File: src/rtl/blck_encoder_pkg.sv
// Shared sizing defaults, word-count helper and FSM encoding for the block encoder.
package blck_encoder_pkg;

   localparam int BUS_SIZE_DEF = 32;
   localparam int N_DEF        = 128;

   typedef enum logic [1:0] {
      IDLE = 2'd0,
      BLCK = 2'd1,
      TAG  = 2'd2
   } state_t;

   function automatic int words_of(input int bus_size, input int blk_size);
      return blk_size / bus_size;
   endfunction

endpackage

File: src/rtl/blck_encoder.sv
// Serialises a captured n-bit block or tag onto a BUS_SIZE-bit stream, lowest word
// first, stopping at the first word whose byte-validity field is empty.
module blck_encoder
   import blck_encoder_pkg::*;
#(
   parameter int BUS_SIZE = BUS_SIZE_DEF,
   parameter int n        = N_DEF
) (
   input  logic                  clk,
   input  logic                  rst,
   input  logic [n-1:0]          in_blck,
   input  logic [n/8-1:0]        in_blck_validity,
   input  logic [n-1:0]          in_tag,
   input  logic                  in_sel_tag,
   input  logic                  in_last,
   input  logic                  in_valid,
   output logic                  in_ready,
   output logic [BUS_SIZE-1:0]   out_data,
   output logic [BUS_SIZE/8-1:0] out_validity,
   output logic                  out_last,
   output logic                  out_valid,
   input  logic                  out_ready
);

   localparam int NW = words_of(BUS_SIZE, n);
   localparam int BV = BUS_SIZE / 8;
   localparam int NX = (NW > 1) ? 1 : 0;

   state_t                      state;
   logic [NW-1:0][BUS_SIZE-1:0] data_reg;
   logic [NW-1:0][BV-1:0]       vld_reg;
   logic                        last_reg;

   logic [n/8-1:0] load_vld;
   logic           final_word;
   logic           word_acc;
   logic           load;

   // The current word is the last one when nothing valid follows it.
   assign final_word = (NW == 1) || (vld_reg[NX] == '0);
   assign out_valid  = (state != IDLE) && (vld_reg[0] != '0);
   assign word_acc   = out_valid && out_ready;
   assign in_ready   = (state == IDLE) || (word_acc && final_word);
   assign load       = in_valid && in_ready;
   assign load_vld   = in_sel_tag ? '1 : in_blck_validity;

   always_comb begin
      out_data = '0;
      for (int b = 0; b < BV; b++)
         if (out_valid && vld_reg[0][b]) out_data[8*b +: 8] = data_reg[0][8*b +: 8];
   end

   assign out_validity = out_valid ? vld_reg[0] : '0;
   assign out_last     = out_valid && final_word && last_reg;

   // A load takes priority so a new item can replace one finishing this cycle.
   always_ff @(posedge clk or negedge rst) begin
      if (!rst) begin
         state    <= IDLE;
         data_reg <= '0;
         vld_reg  <= '0;
         last_reg <= 1'b0;
      end else if (load) begin
         if (load_vld[BV-1:0] != '0) begin
            state    <= in_sel_tag ? TAG : BLCK;
            data_reg <= in_sel_tag ? in_tag : in_blck;
            vld_reg  <= load_vld;
            last_reg <= in_last;
         end else begin
            state    <= IDLE;
            data_reg <= '0;
            vld_reg  <= '0;
            last_reg <= 1'b0;
         end
      end else if (word_acc) begin
         if (final_word) begin
            state    <= IDLE;
            data_reg <= '0;
            vld_reg  <= '0;
            last_reg <= 1'b0;
         end else begin
            data_reg <= data_reg >> BUS_SIZE;
            vld_reg  <= vld_reg >> BV;
         end
      end
   end

endmodule
File: config.mk
export PLATFORM = sky130hd
export DESIGN_NAME = blck_encoder
export DESIGN_NICKNAME = d
export VERILOG_FILES = /design/src/rtl/blck_encoder_pkg.sv /design/src/rtl/blck_encoder.sv
export SDC_FILE = /design/constraint.sdc
export NUM_CORES = 1
export LEC_CHECK = 0
export BUFFER_PORTS_ARGS = -buffer_cell sky130_fd_sc_hd__buf_2
export CORE_MARGIN = 5
export CORE_UTILIZATION = 30
export CTS_CLUSTER_DIAMETER = 40
export DETAILED_ROUTE_END_ITERATION = 6
export PLACE_DENSITY_LB_ADDON = 0.3
export SLEW_MARGIN = 10
export SYNTH_ARGS = -nofsm -noshare
export SYNTH_HDL_FRONTEND = slang
export SYNTH_SLANG_ARGS = --single-unit
File: constraint.sdc
create_clock -name clk -period 5.3 [get_ports clk]
set_clock_uncertainty 0.1 [all_clocks]
set_input_delay 0.795 -clock clk [delete_from_list [all_inputs] [get_ports clk]]
set_output_delay 0.795 -clock clk [all_outputs]
set_load 0.01 [all_outputs]
==> metrics.yaml <==
sta:
  relSlewSlack_pct: 34.8
  setup_viol: 0
  timing.fmax_mhz: 312
  period_share_pct: 60.4
  rsz0062_at_grt: "no"
  setup_ws_ps: 2100
  period_minus_slack_ps: 3200
  finalHoldViolCount: 0
  slew_viol_final: 0
  fin_tns_setup_ps: 0
  tightest_slew_ps: 975
drt:
  wl_mm: 25.5
  ant_nets: 0
  drc: 0
  vias: 6753
  drt_first_pass_iters: 5
  drtIter0Drc: 527
  wire_per_inst_um: 19.6
  avgViaCountPerCell: 5.19
floorplan:
  ios: 317
  die_x_um: 166
  row_count: 57
  initial_core_util_pct: 30.2
  dieArea_mm2: 0.0274
  coreArea_mm2: 0.0240
  die_h_um: 166
flow_run:
  drv_cap: 0
cts:
  htreeDepth: 4
  cts_max_path_buffers: 2
  post-cts-setup-buffers: 0
  numClockSinks: 147
  path_clk_slew_ps: 70
  cts_resized: 0
  cts-buffers-inserted: 17
  cts_hold_buf: 0
  clock_latency_ps: 420
  cts_tree: "done"
  ctsRootBufferMaster: "clkbuf_16"
finish:
  diodes: 0
  fin_nets: 1242
  syn2layout_area_growth_pct: 32.6
  drive_gt1_share_pct: 37.6
  final_cell_area_mm2: 0.00962
  post-route-util_pct: 40.0
  stdcell_count: 1301
  largest_register_ffs: 128
placed_design:
  place_area_mm2: 0.00903
  io_buffers: 316
  dpl.cell_count: 1269
  post-place-ws_ps: 2080
  gp_congestion: 0.763
  hpwl_mm: 18.2
setup_path:
  path_delay_family: "simple AND/OR/NAND/NOR gates"
  endpoint_kind: "output pin"
  arrival_ps: 2310
  slowest_delay_ps: 760
  path_buf_inv: 1
  crit_slowest_cell: "or4_1"
  cp.required_ps: 4410
  cp_max_fo: 12
  crit_chain: "or4_1, and2_1, and3_1, buf_2"
  crit_type: "reg -> out"
  start_kind: "flop"
outcome:
  outcome: "finished, final reports clean"
logic_synthesis:
  synth_ff_type: "dfrtp_1"
  synthDistinctLibCells: 33
  yosysWarnings: 0
  synth_edf_count: 0
  synth_nets: 973
  synthArstFlopShare_pct: 100
  synth-seq-cells: 147
  yosysSeqAreaShare_pct: 50.7
  syn_inst: 695
  netlist_area_mm2: 0.00726
  syn_area_per_cell_um2: 10.4
global_route:
  grt_overflow: 0
  antenna_found_initial: 0
  grt_start_max_net_pins: 102
  grt_pass1_wl_mm: 37.7
  grt_pass1_vias: 6672
  grt_usage_pct: 17.8
power_and_ir_drop:
  power.static_leakage_nw: 4.84
  powerDensity_mw_per_mm2: 510
  peakVddDrop_v: 0.000245
hold_path:
  worstHoldPathType: "in -> async"
==> synthesized netlist by cell type (3+ instances only) <==
library cell / n / area share, %
a21oi_1: 5 / 0.34
a221o_1: 32 / 4.4
a22oi_1: 168 / 17
and2_1: 6 / 0.52
and3_1: 64 / 5.5
buf_1: 4 / 0.21
buf_2: 17 / 1.2
buf_6: 3 / 0.47
clkbuf_1: 49 / 2.5
dfrtp_1: 147 / 51
mux2i_1: 31 / 4.3
nand2_1: 14 / 0.72
nand3_1: 7 / 0.48
nor2_1: 14 / 0.72
nor3_1: 6 / 0.41
o21ai_0: 104 / 7.2
o21ai_1: 3 / 0.21
==> layer usage <==
| layer | up-vias | GRT usage (%) | wire length [um] | part of all wire [%] |
|---|---|---|---|---|
| met5 | - | 0 | 0 | 0 |
| met4 | 0 | 3.37 | 211 | 0.83 |
| met3 | 12 | 3.57 | 1300 | 5.1 |
| met2 | 216 | 28.8 | 12200 | 48 |
| met1 | 3256 | 25.2 | 11700 | 46 |
| li1 | 3269 | - | - | - |
==> path summary, 6_finish.rpt <==
path / from / slack (ps) / cells after the start / end
worst max-delay path: vld_reg[1] / 2100 / 4 / out_last
worst min-delay path: rst / 360 / 1 / data_reg[124]
worst max register to register: vld_reg[1] / 2110 / 4 / data_reg[79]
worst min register to register: vld_reg[14] / 400 / 2 / vld_reg[14]
max in group asynchronous: rst / 3460 / 2 / vld_reg[2]
min in group clk: vld_reg[14] / 400 / 2 / vld_reg[14]
==> kinds of logic after synthesis <==
logic type | share of synthesized area (%)
AOI/OAI and AO/OA | 30.7
DFF | 50.7
and+or+nand+nor | 9.28
buffers and inverters | 4.72
muxes | 4.59
==> power by group <==
group | switching, mW | internal [mW]
combinational | 0.990 | 0.711
sequential | 0.377 | 1.60
clock | 0.520 | 0.710
==> cell type report <==
| class | count | area (um^2) |
|---|---|---|
| flip-flops and latches | 147 | 3680 |
| clock inverters | 14 | 166 |
| inverters | 2 | 7.51 |
| repair buffers | 326 | 1670 |
| clock buffers | 18 | 429 |
| fillers | 2402 | 14400 |
| multi-input cells | 470 | 3270 |
| well taps | 324 | 405 |
==> cell usage in the layout, fill, tap and decap left out, types with 3 or more instances in the layout <==
cell type	count
a21oi_1	4
and2_1	6
nand3_1	7
dfrtp_1	147
and3_1	64
inv_6	4
o21ai_1	3
nand2_1	14
buf_2	314
nor3_1	5
clkbuf_16	17
nor2_1	13
o21ai_0	104
inv_8	3
a22oi_1	168
a221o_1	32
mux2i_1	31
buf_4	10
==> stage by stage <==
stage	power, mW	hold slack [ps]
after floorplan	3.05	350
after global placement	3.68	371
after detailed placement	3.72	383
after CTS	4.97	401
after global routing	5.26	418
final	4.91	357
(Power assumes the default switching activity.)
